## src/rtl/aes_gf_pkg.sv

```systemverilog
// Shared GF(2^8) helpers and constants for the AES MixColumns datapath.
// Also holds the FSM state type used by the mix_columns_engine sequencer.
package aes_gf_pkg;

  localparam logic [7:0] GF_POLY = 8'h1B;

  // Element k is the coefficient applied to row-k byte in output row 0;
  // each further output row rotates this vector right by one.
  localparam logic [3:0][3:0] FWD_COEF = {4'h1, 4'h1, 4'h3, 4'h2};
  localparam logic [3:0][3:0] INV_COEF = {4'h9, 4'hD, 4'hB, 4'hE};

  typedef enum logic [1:0] {
    ST_IDLE = 2'd0,
    ST_RUN  = 2'd1,
    ST_DONE = 2'd2
  } state_e;

  function automatic logic [7:0] xtime(input logic [7:0] b);
    return {b[6:0], 1'b0} ^ (b[7] ? GF_POLY : 8'h00);
  endfunction

  // Coefficients are compile-time constants, so the masks fold away and only
  // the xtime chain and the XOR tree remain.
  function automatic logic [7:0] gf_mul_const(input logic [7:0] b, input logic [3:0] c);
    logic [7:0] x2;
    logic [7:0] x4;
    logic [7:0] x8;
    x2 = xtime(b);
    x4 = xtime(x2);
    x8 = xtime(x4);
    return ({8{c[0]}} & b) ^ ({8{c[1]}} & x2) ^ ({8{c[2]}} & x4) ^ ({8{c[3]}} & x8);
  endfunction

endpackage

```

## src/rtl/gf_mix_column.sv

```systemverilog
// Combinational MixColumns / InvMixColumns of one 32-bit column.
// Row 0 is the most significant byte of col_in and col_out.
module gf_mix_column
  import aes_gf_pkg::*;
(
  input  logic [31:0] col_in,
  input  logic        inverse,
  output logic [31:0] col_out
);

  logic [3:0][7:0] a;
  logic [3:0][7:0] fwd;
  logic [3:0][7:0] inv;

  for (genvar k = 0; k < 4; k++) begin : g_split
    assign a[k] = col_in[31-8*k -: 8];
  end

  for (genvar r = 0; r < 4; r++) begin : g_row
    assign fwd[r] = gf_mul_const(a[0], FWD_COEF[(4-r)%4]) ^
                    gf_mul_const(a[1], FWD_COEF[(5-r)%4]) ^
                    gf_mul_const(a[2], FWD_COEF[(6-r)%4]) ^
                    gf_mul_const(a[3], FWD_COEF[(7-r)%4]);
    assign inv[r] = gf_mul_const(a[0], INV_COEF[(4-r)%4]) ^
                    gf_mul_const(a[1], INV_COEF[(5-r)%4]) ^
                    gf_mul_const(a[2], INV_COEF[(6-r)%4]) ^
                    gf_mul_const(a[3], INV_COEF[(7-r)%4]);
    assign col_out[31-8*r -: 8] = inverse ? inv[r] : fwd[r];
  end

endmodule

```

## src/rtl/mix_columns_engine.sv

```systemverilog
// Handshaked AES MixColumns / InvMixColumns engine processing COLS_PER_CYCLE
// columns per clock; mode is captured with each block.
module mix_columns_engine
  import aes_gf_pkg::*;
#(
  parameter int COLS_PER_CYCLE = 4
) (
  input  logic         clk,
  input  logic         reset,
  input  logic         in_valid,
  output logic         in_ready,
  input  logic [127:0] in_state,
  input  logic         in_inverse,
  output logic         out_valid,
  input  logic         out_ready,
  output logic [127:0] out_state,
  output logic         busy
);

  if (COLS_PER_CYCLE != 1 && COLS_PER_CYCLE != 2 && COLS_PER_CYCLE != 4) begin : g_bad_cols
    $error("mix_columns_engine: COLS_PER_CYCLE must be 1, 2 or 4");
  end

  localparam logic [1:0] COL_STEP = 2'(COLS_PER_CYCLE);
  localparam logic [1:0] LAST_IDX = 2'(4 - COLS_PER_CYCLE);
  localparam logic [1:0] MAX_OFF  = 2'(COLS_PER_CYCLE - 1);

  state_e          state_q, state_d;
  logic [3:0][31:0] work_q, work_d;
  logic            inverse_q, inverse_d;
  logic [1:0]      col_idx_q, col_idx_d;

  logic [3:0][31:0] in_cols;
  logic [3:0][31:0] run_next;
  logic [3:0][31:0] mix_out_full;
  logic [COLS_PER_CYCLE-1:0][31:0] mix_in;
  logic [COLS_PER_CYCLE-1:0][31:0] mix_out;
  logic [COLS_PER_CYCLE-1:0][1:0]  col_sel;
  logic [3:0][1:0] col_off;
  logic            accept;

  for (genvar g = 0; g < COLS_PER_CYCLE; g++) begin : g_lane
    assign col_sel[g] = col_idx_q + 2'(g);
    assign mix_in[g]  = work_q[col_sel[g]];

    gf_mix_column u_col (
      .col_in  (mix_in[g]),
      .inverse (inverse_q),
      .col_out (mix_out[g])
    );
  end

  // Lanes beyond COLS_PER_CYCLE are never selected; tie them off so the
  // per-column write-back can index a fixed four-entry array.
  for (genvar g = 0; g < 4; g++) begin : g_pad
    if (g < COLS_PER_CYCLE) begin : g_used
      assign mix_out_full[g] = mix_out[g];
    end else begin : g_unused
      assign mix_out_full[g] = '0;
    end
  end

  for (genvar c = 0; c < 4; c++) begin : g_col
    assign in_cols[c]              = in_state[127-32*c -: 32];
    assign out_state[127-32*c -: 32] = work_q[c];
    assign col_off[c]  = 2'(c) - col_idx_q;
    assign run_next[c] = (col_off[c] <= MAX_OFF) ? mix_out_full[col_off[c]] : work_q[c];
  end

  assign in_ready  = (state_q == ST_IDLE) || ((state_q == ST_DONE) && out_ready);
  assign out_valid = (state_q == ST_DONE);
  assign busy      = (state_q == ST_RUN) || (state_q == ST_DONE);
  assign accept    = in_valid && in_ready;

  always_comb begin
    state_d   = state_q;
    work_d    = work_q;
    inverse_d = inverse_q;
    col_idx_d = col_idx_q;
    case (state_q)
      ST_IDLE: ;
      ST_RUN: begin
        work_d    = run_next;
        col_idx_d = col_idx_q + COL_STEP;
        if (col_idx_q == LAST_IDX) state_d = ST_DONE;
      end
      ST_DONE: begin
        if (out_ready) state_d = ST_IDLE;
      end
      default: state_d = ST_IDLE;
    endcase
    // A load in DONE overrides the return to IDLE so back-to-back blocks skip a bubble.
    if (accept) begin
      work_d    = in_cols;
      inverse_d = in_inverse;
      col_idx_d = 2'd0;
      state_d   = ST_RUN;
    end
  end

  always_ff @(posedge clk) begin
    if (reset) begin
      state_q   <= ST_IDLE;
      work_q    <= '0;
      inverse_q <= 1'b0;
      col_idx_q <= 2'd0;
    end else begin
      state_q   <= state_d;
      work_q    <= work_d;
      inverse_q <= inverse_d;
      col_idx_q <= col_idx_d;
    end
  end

endmodule

```

## config.mk

```make
export PLATFORM = sky130hd
export DESIGN_NAME = mix_columns_engine
export DESIGN_NICKNAME = d
export VERILOG_FILES = /design/src/rtl/aes_gf_pkg.sv /design/src/rtl/gf_mix_column.sv /design/src/rtl/mix_columns_engine.sv
export SDC_FILE = /design/constraint.sdc
export NUM_CORES = 1
export LEC_CHECK = 0
export BUFFER_PORTS_ARGS = -buffer_cell sky130_fd_sc_hd__buf_4
export CELL_PAD_IN_SITES_DETAIL_PLACEMENT = 1
export CELL_PAD_IN_SITES_GLOBAL_PLACEMENT = 1
export CORE_AREA = 2 2 180 226
export DETAILED_ROUTE_END_ITERATION = 8
export DIE_AREA = 0 0 182 228
export PLACE_DENSITY = 0.77
export SYNTH_ARGS = -nofsm -noshare
export SYNTH_HDL_FRONTEND = slang
export SYNTH_SLANG_ARGS = --single-unit
```

## constraint.sdc

```tcl
create_clock -name clk -period 2.2 [get_ports clk]
set_input_delay 0.22 -clock clk [delete_from_list [all_inputs] [get_ports clk]]
set_output_delay 0.22 -clock clk [all_outputs]
set_load 0.05 [all_outputs]
```

==> results summary, run 1 <==
The worst max-slew margin expressed relative to the limit came out at 34.8%. The full die area is 41500 µm². Signal routing reaches up to met4. The average via count per standard cell is 5.61. The number of levels the H-tree was split into came out at 4.

The cell area after synthesis came out at 15600 µm². In the routed design, unresolved DRC markers number 0. Among cell families on the critical path, the largest total delay comes from XOR/XNOR gates. The critical path's largest stage delay came out at 0.50 ns. Summed over all nets, the switching power comes to 15.0 mW.

The number of pins with negative max-slew slack in the final report is 0. The initial detailed-routing violation count came out at 975. Global routing consumed, over all layers together, 31.2% of the routing resources. The mean instance size in the synthesized netlist came out at 9.13 µm².

After layout, the worst setup slack is -0.263 ns. The distinct cell type count after synthesis is 59. The post-layout net count is 2369. Timing analysis after detailed placement gives a worst setup slack of -0.103 ns. Sequential cells burn 11.7% of the power.

The share of layout cells above drive strength 1 is 45.1%. The proportion of power drawn by the clock network is 10.0%. For this block, wires on met1 add up to 28100 µm. The number of instances in the synthesized netlist came out at 1710.

The routed wire length per instance is 27.6 µm. The slowest stage of the critical path belongs to the cell sky130_fd_sc_hd__xnor3_2. The number of input and output port buffers inserted came out at 263. At the end of routability-driven placement, the weighted congestion stood at 0.899.

For this configuration, the core starts out at a cell density of 39.4%. The final worst-path cycle share came out at 112%. The hold violation count in the final report came to 1. The final reports fail on hold timing, setup timing. Together, buffers and inverters on the worst path number 1. By area the synthesized netlist is led by sky130_fd_sc_hd__xnor2_1 28%, sky130_fd_sc_hd__dfxtp_1 17%, sky130_fd_sc_hd__xnor3_1 14%. The final global-route overflow total is 0. The detailed router placed 15500 vias in this run. STA classifies the critical path startpoint as a register. The combinational share of power is 78.3%. The portion of synthesized cell area occupied by the leading cell type came out at 27.5%. For this design the top-level I/O count stands at 264. Across the run, the number of max-cap violations was 0. The number of buffers created by CTS is 17.

The highest achievable clock rate came out at 406 MHz. The standard cell core area came out at 39600 µm². The final instance area came out at 23800 µm².

The remaining antenna violation count after routing is 0. The number of nets in the synthesized netlist is 1846. The placement-stage cell area came out at 20300 µm². STA classifies the critical path endpoint as a register. Counting every sink on the clock net gives 131.

Entering global routing, the biggest net connects 86 pins. For the worst setup path, the data arrival time is 2.79 ns. The run finished, with violations left.

The number of cells on the worst reg-to-reg path is 8. The worst register-to-register path begins at out_state[63]$_SDFFE_PP0P_. For the worst-skew pair, the clock arrives at the later sink with an insertion delay of 0.49 ns. For hold timing, the worst endpoint is out_state[54]$_SDFFE_PP0P_. The class of the tightest hold or removal check is input port to register. The largest total area in the synthesized netlist belongs to sky130_fd_sc_hd__xnor2_1. After layout, the minimum clock period comes to 2.46 ns. By count the netlist is led by 491 x sky130_fd_sc_hd__xnor2_1, 156 x sky130_fd_sc_hd__nor2_1, 155 x sky130_fd_sc_hd__xor2_1, 131 x sky130_fd_sc_hd__dfxtp_1, 121 x sky130_fd_sc_hd__a21oi_1. In this design, the critical path's most frequently occurring cell is sky130_fd_sc_hd__xnor2_1.

The post-detailed-routing wire length is 75800 µm. The cell area power density came out at 1380 nW/µm². The critical path goes through xnor2_2 -> xnor3_2 -> buf_6 -> xnor2_1 -> xnor2_1 -> o21ai_1 -> xor2_1 -> o22ai_1. The standard-cell row count is 82. The cell at the root of the clock tree is sky130_fd_sc_hd__clkbuf_16. The worst hold slack came out at -0.00381 ns. The growth of design area from synthesis to finish came out at 52.5%. The highest net fanout along the worst path is 3. The flop-to-flop setup slack came out at -0.26 ns.

The final count of negative-setup-slack endpoints came out at 53. The number of detailed-route iterations in the first pass is 5. The total met3 wirelength after detailed routing is 4030 µm. The post-CTS clock slew at the launch and capture registers of the worst setup and hold paths is 0.07 ns. The first global-routing pass estimated 97900 µm of wire. The number of global-route vias before repair is 16100. The maximum number of buffers from clock root to sink is 2. TritonCTS built the clock tree. The net switching fraction of the power came out at 45.5%.

In this run the most critical hold path is launched from in_state[54]. The internal power of the cells totals 18.0 mW. For this run, the leading register cell type out of synthesis is sky130_fd_sc_hd__dfxtp_1. The hold path depth is 3.

The count of warnings emitted by yosys is 0. The share of flip-flops with an asynchronous set or reset is 0%. The worst setup path is of the register to register kind. The worst-margin pin slew is 0.979 ns. The number of enable flip-flop cells after synthesis is 0.

The flop and latch count out of synthesis came out at 131. Setup repair after global routing could not meet its margin everywhere. The register area share after synthesis came out at 16.8%.

IR analysis of the VDD net gives a maximum drop of 0.675 mV. The die boundary height is 228 µm. The setup clock skew after layout is 0.0123 ns. For the worst setup path, the data required time is 2.52 ns. The most common cell in the netlist is sky130_fd_sc_hd__xnor2_1. The horizontal extent of the die came out at 182 µm. The total half-perimeter wirelength after legalization and detailed placement came out at 46000 µm.

The leakage power total came out at 10.3 nW. The number of antenna violations at the first check in global routing came out at 2. Detailed routing placed a total of 39200 µm of wire on met2. The endpoint identified for the worst register-to-register timing path is out_state[34]$_SDFFE_PP0P_.
layer usage:
layer,track usage (%),up-vias
met3,4.55,245
met5,0,-
met4,15.4,0
li1,-,6669
met2,57.0,724
met1,35.1,7814
cells in the final DEF, fill, tap and decap left out, types with 6 or more instances in the layout:
master / n
sky130_fd_sc_hd__o21ai_0: 21
sky130_fd_sc_hd__xnor2_4: 38
sky130_fd_sc_hd__xnor3_2: 24
sky130_fd_sc_hd__a31oi_1: 8
sky130_fd_sc_hd__o22ai_1: 30
sky130_fd_sc_hd__and3_1: 35
sky130_fd_sc_hd__nand2_1: 61
sky130_fd_sc_hd__dfxtp_2: 38
sky130_fd_sc_hd__buf_4: 576
sky130_fd_sc_hd__xor2_2: 18
sky130_fd_sc_hd__xor2_4: 19
sky130_fd_sc_hd__buf_12: 15
sky130_fd_sc_hd__xor2_1: 124
sky130_fd_sc_hd__dfxtp_1: 6
sky130_fd_sc_hd__o21ai_1: 9
sky130_fd_sc_hd__mux2i_1: 17
sky130_fd_sc_hd__dfxtp_4: 87
sky130_fd_sc_hd__buf_6: 16
sky130_fd_sc_hd__a211o_1: 17
sky130_fd_sc_hd__xor3_1: 8
sky130_fd_sc_hd__a31o_2: 7
sky130_fd_sc_hd__nor2_1: 145
sky130_fd_sc_hd__xnor2_2: 67
sky130_fd_sc_hd__clkbuf_16: 17
sky130_fd_sc_hd__xnor2_1: 400
sky130_fd_sc_hd__xnor3_1: 75
sky130_fd_sc_hd__a211oi_1: 25
sky130_fd_sc_hd__xor3_2: 13
sky130_fd_sc_hd__a211oi_2: 17
sky130_fd_sc_hd__a21oi_1: 117
sky130_fd_sc_hd__inv_1: 7
sky130_fd_sc_hd__dlygate4sd3_1: 70
sky130_fd_sc_hd__nor2_4: 6
sky130_fd_sc_hd__nand2_2: 7
sky130_fd_sc_hd__o211ai_1: 6
cell families (layout without fill, tap and decap cells):
group	after synthesis	in the layout	share of synthesized area [%]
flops	131	131	16.8
simple gates	297	297	8.34
mux	19	19	1.22
fa+ha+maj	3	3	0.240
buf+inv	183	719	5.54
other cells	0	3	0
compound gates	289	289	11.6
xor+xnor	788	788	56.3
sequential cells by signal (all words and copies together), names as in the netlist:
signal	flops
out_state	128
state_q	2
inverse_q	1
worst min-delay path, stage by stage:
cell and delay (ns):
sky130_fd_sc_hd__buf_4 0.08, sky130_fd_sc_hd__a32oi_1 0.07, sky130_fd_sc_hd__o21ai_0 0.07
layout make-up:
type,count,area [µm²]
inverters,8,30.0
fillers,4224,15800
multi-input cells,1396,14000
repair buffers,679,5530
flip-flops and latches,131,3000
well taps,504,631
diodes,3,7.51
clock buffers,18,439
clock inverters,14,184
power by group through the flow:
stage,Combinational [mW],Sequential [mW],Clock (mW)
after floorplan,15.0,4.46,0
after global placement,20.7,3.72,0
after detailed placement,21.3,3.76,0
after CTS,22.4,3.72,3.25
after global routing,26.8,3.90,3.38
final,25.8,3.85,3.29
per-stage QoR:
stage / setup TNS [ns] / hold slack [ns] / cells / utilization, % / power, mW
global placement: -0.0810 / 0.434 / 2548 / 51.2 / 24.4
CTS: -0.334 / 0.000577 / 2677 / 55.9 / 29.3
global route: -7.83 / -0.000725 / 2752 / 60.1 / 34.1
floorplan: -0.568 / 0.329 / 1710 / - / 19.5
finish: -4.18 / -0.00381 / 2753 / 60.1 / 33.0
detailed placement: -0.734 / 0.439 / 2548 / 51.2 / 25.0
how the worst max path moves through the flow:
| stage | from | slack [ns] | depth (start not counted) | endpoint |
|---|---|---|---|---|
| 2_1_floorplan | out_state[29]$_SDFFE_PP0P_ | -0.08 | 8 | out_state[0]$_SDFFE_PP0P_ |
| 3_3_place_gp | out_state[93]$_SDFFE_PP0P_ | -0.04 | 8 | out_state[72]$_SDFFE_PP0P_ |
| 3_5_place_dp | out_state[37]$_SDFFE_PP0P_ | -0.10 | 7 | out_state[60]$_SDFFE_PP0P_ |
| 4_1_cts | out_state[62]$_SDFFE_PP0P_ | -0.09 | 7 | out_state[45]$_SDFFE_PP0P_ |
| 5_1_grt | out_state[62]$_SDFFE_PP0P_ | -0.28 | 8 | out_state[60]$_SDFFE_PP0P_ |
| 6_report | out_state[63]$_SDFFE_PP0P_ | -0.26 | 8 | out_state[34]$_SDFFE_PP0P_ |
repair_timing:
item	CTS	global route
pin swaps	28	114
setup endpoints to repair	43	109
endpoints found under the hold margin	70	0
hold buffers	70	0
resized for setup	59	182
setup buffers	27	74
No activity file was read; power rests on OpenSTA's default activity.
==> run 2, diff against run 1 <==
Settings changed: CORE_AREA 2 2 180 226 to 2 2 183 229, DIE_AREA 0 0 182 228 to 0 0 185 231, PLACE_DENSITY 0.77 to 0.76, SYNTH_HIERARCHICAL set to 1.
==> run 2 against run 1 <==
Effect of this change:
- the flow finishes with violations (setup timing)
- synthesized cell count is 4.8% lower
- maximum frequency is 3.4% lower
- first-iteration DRC count is 28% lower
- combinational power is 52% higher
- count of clock-buffer cells in the layout is 5 higher
- worst hold slack better by 0.043 ns
- clock skew hardly changed
- clock power is 5% lower
- die area is 3.0% higher
- setup slack worse by 0.087 ns
- sequential cell count stayed put
- wire length is 3.4% lower
- critical path type unchanged
- largest power group unchanged
==> results summary, run 2 <==
The clock latency at the later pin of the worst-skew pair came out at 0.48 ns. STA classifies the critical path startpoint as a register. The net count after synthesis came out at 1764. The full die area came out at 42700 µm².

Together, buffers and inverters on the worst path number 0. The number of pins with negative max-slew slack in the final report came out at 0. The hold violation count in the final report is 0. The standard cell core area came out at 40700 µm².

The register area share after synthesis came out at 16.0%. The predominant post-synthesis flop cell is sky130_fd_sc_hd__dfxtp_1. The horizontal extent of the die is 185 µm. Summing all placed instances gives a cell area of 21200 µm². The cell with the most instances on the worst path is sky130_fd_sc_hd__xnor3_2. After clock tree synthesis, the clock-pin slew on the worst setup and hold paths is 0.07 ns. The number of detailed-route iterations in the first pass came out at 5.

Sorting the synthesized cells by how often they occur yields 528 x sky130_fd_sc_hd__xnor2_1, 188 x sky130_fd_sc_hd__xor2_1, 148 x sky130_fd_sc_hd__mux2i_1, 131 x sky130_fd_sc_hd__dfxtp_1, 128 x sky130_fd_sc_hd__nor3_1. Using the TritonRoute via totals, the vias-per-cell ratio works out to 5.38. The total placed cells including tap cells came out at 2622.

Averaged over all synthesized cells, the footprint is 10.1 µm². The maximum number of buffers from clock root to sink is 2. The final count of negative-setup-slack endpoints is 81. The wire length of the first global-routing pass came out at 98800 µm.

STA classifies the critical path endpoint as a register. The critical path's largest stage delay is 0.47 ns. In this run the clock root is driven by a sky130_fd_sc_hd__clkbuf_16. Dividing the detail-routed wire length by the instance count gives 26.8 µm. Cells with a size suffix above 1 make up 57.7% of the layout. The register with the most flip-flops in the layout has 128 of them.

In the finished design, the share of the clock period the worst path needs comes to 116%. The standard-cell row count came out at 83. The initial detailed-routing violation count is 700. In this run, post-CTS hold repair placed 0 buffers. The number of antenna diodes in the final layout is 0.

The total clock sinks came out at 131. The cell area power density came out at 1880 nW/µm². The distinct cell type count after synthesis is 39. The cell area after synthesis came out at 16400 µm².

The die boundary height came out at 231 µm. The highest achievable clock rate came out at 392 MHz. The remaining antenna violation count after routing is 0. The filler-free cell count of the finished design came out at 2731. The growth of design area from synthesis to finish is 50.1%. The slowest stage of the critical path belongs to the cell sky130_fd_sc_hd__xnor3_2. In the post-synthesis netlist, the biggest area contributors are sky130_fd_sc_hd__xnor2_1 28%, sky130_fd_sc_hd__dfxtp_1 16%, sky130_fd_sc_hd__xor2_1 10%. The worst-margin pin slew came out at 0.733 ns. The number of input and output port buffers inserted is 263. The final global-route overflow total is 0. The minimum period implied by the final worst setup slack came out at 2.55 ns.

The required time at the worst-slack endpoint came out at 2.55 ns. The flow ran to the end, but the final reports show violations. The number of top-level pins is 264. Of all nets on the critical path, the largest fanout is 2. After synthesis, the largest area contributor takes up 28.2% of total cell area. The count of warnings emitted by yosys came out at 6. The remaining routing DRC violations is 0. The number of enable flip-flop cells after synthesis is 0. The share of flip-flops with an asynchronous set or reset came out at 0%.

The final weighted congestion in routability-driven placement came out at 0.899. Between clock sinks in the finished design, the worst skew comes to 0.0123 ns. Walking the worst path, the cells encountered are xnor3_2 -> xor3_4 -> xnor3_2 -> xnor2_2 -> a21oi_2 -> xor2_1 -> mux2i_1 -> a211oi_2.

The number of maximum-capacitance constraint violations came out at 0. The via count came out at 14700. The end-of-flow core utilization came out at 60.6%.

The number of antenna violations at the first check in global routing came out at 1. The worst max-slew margin expressed relative to the limit came out at 50.7%. The flop and latch count out of synthesis came out at 131. Leaving out fill and tap cells, the most frequent cell in the layout is sky130_fd_sc_hd__buf_4. The total power consumption of the routed design came out at 46.4 mW. The peak ir drop on the vdd network came out at 0.933 mV. The number of levels the H-tree was split into came out at 4. Buffers inserted during clock tree synthesis total 17. Among all cell types in the netlist, the one instantiated most often is sky130_fd_sc_hd__xnor2_1. The number of instances in the synthesized netlist is 1628.

The effective utilization at floorplan is 40.4%. The leakage power total came out at 10.2 nW. The total half-perimeter wirelength after legalization and detailed placement came out at 47600 µm.

In the layout the commonest cells are 611 x sky130_fd_sc_hd__buf_4, 381 x sky130_fd_sc_hd__xnor2_1, 143 x sky130_fd_sc_hd__mux2i_1. Summed over all instances, the cell type with the most area after synthesis is sky130_fd_sc_hd__xnor2_1. The maximum number of pins on one net before global-route repair is 72. The arrival time reported for the critical path endpoint came out at 2.90 ns. The post-layout net count came out at 2302. The number of global-route vias before repair is 16000. The category of cells accounting for the largest share of critical-path delay is XOR/XNOR gates. The filler cells instantiated in the layout total 4265. After layout, the worst setup slack is -0.350 ns. The all-layer global routing usage is 30.9%. The class of the tightest hold or removal check is input port to register. Setup repair after global routing could not meet its margin everywhere.

Once layout is done, the placed cells without fillers occupy 24700 µm². The setup path with the least slack is of type register to register. TritonCTS built the clock tree. The final layout contains routed wiring with a total length of 73300 µm. The final reports fail on setup timing.
==> run 2: cell count changes after synthesis, moves of 35 or more <==
cell | before | now
sky130_fd_sc_hd__mux2i_1 | 19 | 148
sky130_fd_sc_hd__xnor3_1 | 95 | 36
sky130_fd_sc_hd__xnor2_1 | 491 | 528
sky130_fd_sc_hd__buf_6 | 5 | 40
sky130_fd_sc_hd__nor2_1 | 156 | 12
sky130_fd_sc_hd__a211oi_2 | 0 | 109
sky130_fd_sc_hd__and3_1 | 35 | 0
sky130_fd_sc_hd__a21oi_1 | 121 | 10
sky130_fd_sc_hd__clkbuf_1 | 111 | 38
sky130_fd_sc_hd__nor3_1 | 6 | 128
==> run 2: cell families after synthesis <==
family | Yosys count | share of synthesized area [%]
AO/OA/AOI/OAI | 163 | 10.4
XOR/XNOR | 808 | 50.5
adder cells (fa/ha/maj) | 3 | 0.229
buffers and inverters | 163 | 7.97
flip-flops | 131 | 16.0
multiplexers | 148 | 9.02
AND/OR/NAND/NOR | 212 | 5.98
==> run 2: path summary, 6_finish.rpt <==
kind | from | end | slack (ns) | cells after the start
worst max-delay path | out_state[1]$_SDFFE_PP0P_ | out_state[12]$_SDFFE_PP0P_ | -0.35 | 8
worst min-delay path | in_inverse | inverse_q$_SDFFE_PP0P_ | 0.04 | 3
worst max register to register | out_state[1]$_SDFFE_PP0P_ | out_state[12]$_SDFFE_PP0P_ | -0.35 | 8
worst min register to register | state_q[1]$_SDFFE_PP0P_ | state_q[1]$_SDFFE_PP0P_ | 0.54 | 2
==> run 2: metal layers <==
metal  vias up  global-route usage, %  share of wire, %
li1       6467                      -                 -
met1      7476                   33.2                37
met2       524                   57.6                53
met3       219                   5.14               4.0
met4         2                   15.2               5.6
met5         -                      0             0.018
==> run 2: what timing repair did <==
action / in CTS / in global routing
gates resized for setup: 154 / 205
pin swaps: 124 / 145
setup buffers: 32 / 52
setup endpoints to repair: 85 / 114
==> run 2: stage by stage <==
step           setup WS (ns)  setup TNS (ns)  hold WS [ns]
5_1_grt               -0.426          -16.22        0.0557
3_3_place_gp          -0.189           -1.82         0.513
6_report              -0.350           -9.77        0.0387
4_1_cts               -0.273           -4.81        0.0302
3_5_place_dp          -0.244           -6.57         0.538
2_1_floorplan         -0.302           -5.17         0.327
==> run 2: cell type report <==
type                       count  area (µm²)  area share (%)
clock buffer                  23         543            2.20
clock inverter                 9        58.8           0.238
inverter                       4        20.0          0.0812
multi-input combinational   1334       14800            59.9
sequential                   131        2970            12.0
tap                          552         691            2.80
timing repair buffer         678        5610            22.7
==> run 2: worst min-delay path, cell delays in order <==
cell                      delay, ns
sky130_fd_sc_hd__buf_4         0.11
sky130_fd_sc_hd__nand3_1       0.08
sky130_fd_sc_hd__a21oi_1       0.06
==> run 2: power breakdown <==
part           internal [mW]  total [mW]  leakage (nW)  switching, mW
combinational           19.7        39.2          8.79           19.5
sequential              3.06        4.04          1.15          0.982
clock                   1.74        3.11         0.294           1.37
==> run 3, diff against run 2 <==
Settings changed: ABC_AREA set to 1, CORE_AREA 2 2 183 229 to 2 2 244 306, DIE_AREA 0 0 185 231 to 0 0 246 308, PLACE_DENSITY 0.76 to 0.77.
==> run 3 against run 2 <==
Effect of this change:
- the run still ends with setup timing left
- worst hold slack better by 0.0040 ns
- cell area up 52%
- clock power up 11%
- global-route usage up 3.0 points
- synthesized area up 67%
- final cell count up 140%
- count of clock-buffer cells in the layout down 4
- critical path depth up 5
- non-clock buffer count up 208
- critical endpoint is now out_state[104]$_SDFFE_PP0P_
- largest cell class unchanged
- highest routed layer unchanged
==> results summary, run 3 <==
Detailed placement finished with a half-perimeter wire length of 106000 µm. For the worst-skew pair, the clock arrives at the later sink with an insertion delay of 0.54 ns. The final worst-path cycle share came out at 101%. The hold violation count in the final report was 0. The peak ir drop on the vdd network is 0.794 mV. 0 antenna diodes ended up in the layout. The die covers 75800 µm². The average via count per standard cell came out at 5.36. The number of enable flip-flop cells after synthesis is 0. The routed layout has 34900 vias.

The remaining routing DRC violations came out at 0. The final weighted congestion in routability-driven placement came out at 0.990. The maximum number of pins on one net before global-route repair came out at 68. The remaining antenna violation count after routing came out at 0. The growth of design area from synthesis to finish is 37.1%. Yosys instantiated no cell more often than sky130_fd_sc_hd__nand2_1. The post-CTS clock slew at the launch and capture registers of the worst setup and hold paths is 0.09 ns. The number of input and output port buffers inserted is 263. The synthesized design devotes to its leading area cell type 27.7% of total area. The leakage power total came out at 19.4 nW. The die boundary height came out at 308 µm. Yosys printed 6 warnings.

The routed wire length per instance came out at 21.2 µm. The standard cell core area came out at 72900 µm². The total power consumption of the routed design came out at 57.3 mW. The arrival time reported for the critical path endpoint is 2.62 ns. Across the run, the number of max-cap violations was 0.

At the end of the flow, the number of nets in the layout was 5674. The top cell types in the final layout, fill and taps aside, are 1881 x sky130_fd_sc_hd__nand2_1, 816 x sky130_fd_sc_hd__buf_4, 587 x sky130_fd_sc_hd__nand3_1. The critical path capture point type is a register. The number of buffers created by CTS came out at 17. The tightest min-delay check is of the input port to register type.

The share of flip-flops with an asynchronous set or reset is 0%. The clock tree synthesis step divided the H-tree into 4 levels. The source of the critical timing path is out_state[109]$_SDFFE_PP0P_. The final reports fail on setup timing. The number of pins with negative max-slew slack in the final report is 0. The termination of the worst setup path is out_state[104]$_SDFFE_PP0P_. The flop-to-flop setup slack came out at -0.01 ns. The maximum number of buffers from clock root to sink came out at 2. The cell area after synthesis is 27400 µm².

The wire length of the first global-routing pass is 198000 µm. Yosys attributes the largest share of cell area to sky130_fd_sc_hd__nand2_1 28%, sky130_fd_sc_hd__xor2_1 18%, sky130_fd_sc_hd__xnor2_1 11%. In this run the critical register-to-register path is captured at out_state[104]$_SDFFE_PP0P_. The standard-cell row count is 111. The run finished, with violations left. The total clock sinks came out at 131. The register area share after synthesis is 9.58%. The initial detailed-routing violation count came out at 2281. Counting instances in the post-synthesis netlist gives the leading cell types as 2017 x sky130_fd_sc_hd__nand2_1, 593 x sky130_fd_sc_hd__nand3_1, 548 x sky130_fd_sc_hd__xor2_1, 417 x sky130_fd_sc_hd__inv_1, 340 x sky130_fd_sc_hd__xnor2_1. In the final layout, the share of cells above drive strength 1 is 27.1%. The number of nets in the synthesized netlist is 5008.

The mean instance size in the synthesized netlist is 5.62 µm². The highest net fanout along the worst path is 7. The most frequent standard cell in the layout excluding fill and tap cells is sky130_fd_sc_hd__nand2_1. The minimum period implied by the final worst setup slack came out at 2.21 ns. The filler-free cell count of the finished design came out at 6511. The number of flip-flops under the largest register name is 128. The clock tree from TritonCTS is yes. Between clock sinks in the finished design, the worst skew comes to 0.0202 ns. The final layout contains routed wiring with a total length of 138000 µm. In this run the clock root is driven by a sky130_fd_sc_hd__clkbuf_16.

The all-layer global routing usage came out at 33.8%. The predominant post-synthesis flop cell is sky130_fd_sc_hd__dfxtp_1. The effective utilization at floorplan is 37.5%. The least setup slack across all paths after layout is -0.0149 ns. The number of cells on the worst reg-to-reg path is 13. The worst max-slew margin expressed relative to the limit is 64.5%. The cell type contributing the most total cell area after synthesis is sky130_fd_sc_hd__nand2_1. The worst-margin pin slew came out at 0.528 ns. For this run, the detailed router's first-pass iteration total came to 5.

The worst register-to-register path begins at out_state[109]$_SDFFE_PP0P_. The final count of negative-setup-slack endpoints is 3. The required time at the worst-slack endpoint came out at 2.61 ns. The cell area power density came out at 1530 nW/µm². Setup repair after global routing could not meet its margin everywhere. Counting tap cells, the placed design contains a total of 6417 instances.

The final global-route overflow total is 0. The number of global-route vias before repair is 34400. The highest achievable clock rate came out at 451 MHz.

The flop and latch count out of synthesis came out at 131. STA classifies the critical path startpoint as a register. The number of antenna violations at the first check in global routing is 1. The distinct cell type count after synthesis came out at 33. The number of instances in the synthesized netlist came out at 4872. The critical path in this run is classified as register to register. The number of top-level pins came out at 264. The horizontal extent of the die came out at 246 µm.
[run 3: logic make-up after synthesis]
kind of cell	count (synthesis)	synth area share, %
xor+xnor	924	30.6
mux	4	0.146
compound gates	296	5.60
buf+inv	701	11.3
simple gates	2813	42.7
fa+ha+maj	3	0.137
flops	131	9.58
[run 3: what timing repair did]
| item | CTS | global route |
|---|---|---|
| pin swaps | 3 | 72 |
| endpoints found under the setup margin | 46 | 119 |
| buffers inserted | 3 | 58 |
| resized for setup | 65 | 484 |
| hold buffers | 1 | 0 |
| hold endpoints to repair | 1 | 0 |
[run 3: power by group]
group	switching [mW]	total, mW	leakage [nW]	internal, mW
sequential	0.933	3.93	1.13	3.00
clock	1.64	3.45	0.304	1.81
combinational	30.8	49.9	18.0	19.1
[run 3: final cells by class]
type                    instances  area [µm²]
flip-flops and latches        131        2840
clock inverters                13         164
repair buffers                886        7310
fillers                     10000       35400
clock buffers                  19         464
inverters                     462        1800
well taps                     960        1200
multi-input cells            4040       23700
[run 3: stage by stage]
stage	setup WS (ns)	instance area [µm²]	hold slack, ns	TNS (ns)	utilization (%)
after floorplan	0.0000344	27400	0.388	0	-
after global placement	-0.181	34000	0.501	-0.554	46.6
after detailed placement	-0.243	34000	0.511	-1.75	46.6
after CTS	0.000400	34900	0.0268	0	47.9
after global routing	-0.192	37500	0.0772	-3.97	51.5
final	-0.0149	37500	0.0428	-0.0260	51.5
[run 3: worst min-delay path by stage]
stage                            startpoint                          to  slack [ns]  cells past startpoint
floorplan                        in_inverse      inverse_q$_SDFFE_PP0P_        0.39                      2
global placement    state_q[0]$_SDFFE_PP0P_     state_q[0]$_SDFFE_PP0P_        0.50                      2
detailed placement  state_q[0]$_SDFFE_PP0P_     state_q[0]$_SDFFE_PP0P_        0.51                      2
CTS                            in_state[37]  out_state[37]$_SDFFE_PP0P_        0.03                      5
global route                   in_state[37]  out_state[37]$_SDFFE_PP0P_        0.08                      5
finish                         in_state[51]  out_state[51]$_SDFFE_PP0P_        0.04                      5
[run 3: metal layers]
metal  GRT usage [%]  vias up  routed length, µm
li1                -    16200                  -
met1            39.7    16900              54400
met2            60.0     1266              67400
met3            3.78      470               7210
met4            17.8        2               9210
met5               0        -                 16
[run 3: critical path, cell delays in order, from the launching register on]
cell	delay [ns]
sky130_fd_sc_hd__dfxtp_4	0.44
sky130_fd_sc_hd__inv_4	0.11
sky130_fd_sc_hd__nand2_1	0.09
sky130_fd_sc_hd__nand2_1	0.16
sky130_fd_sc_hd__buf_4	0.20
sky130_fd_sc_hd__xor2_1	0.17
sky130_fd_sc_hd__xnor2_1	0.34
sky130_fd_sc_hd__nand2_1	0.12
sky130_fd_sc_hd__nand2_1	0.10
sky130_fd_sc_hd__o21ai_0	0.08
sky130_fd_sc_hd__nand2_1	0.09
sky130_fd_sc_hd__nand2_1	0.07
sky130_fd_sc_hd__nand2_1	0.08
sky130_fd_sc_hd__a21oi_1	0.05
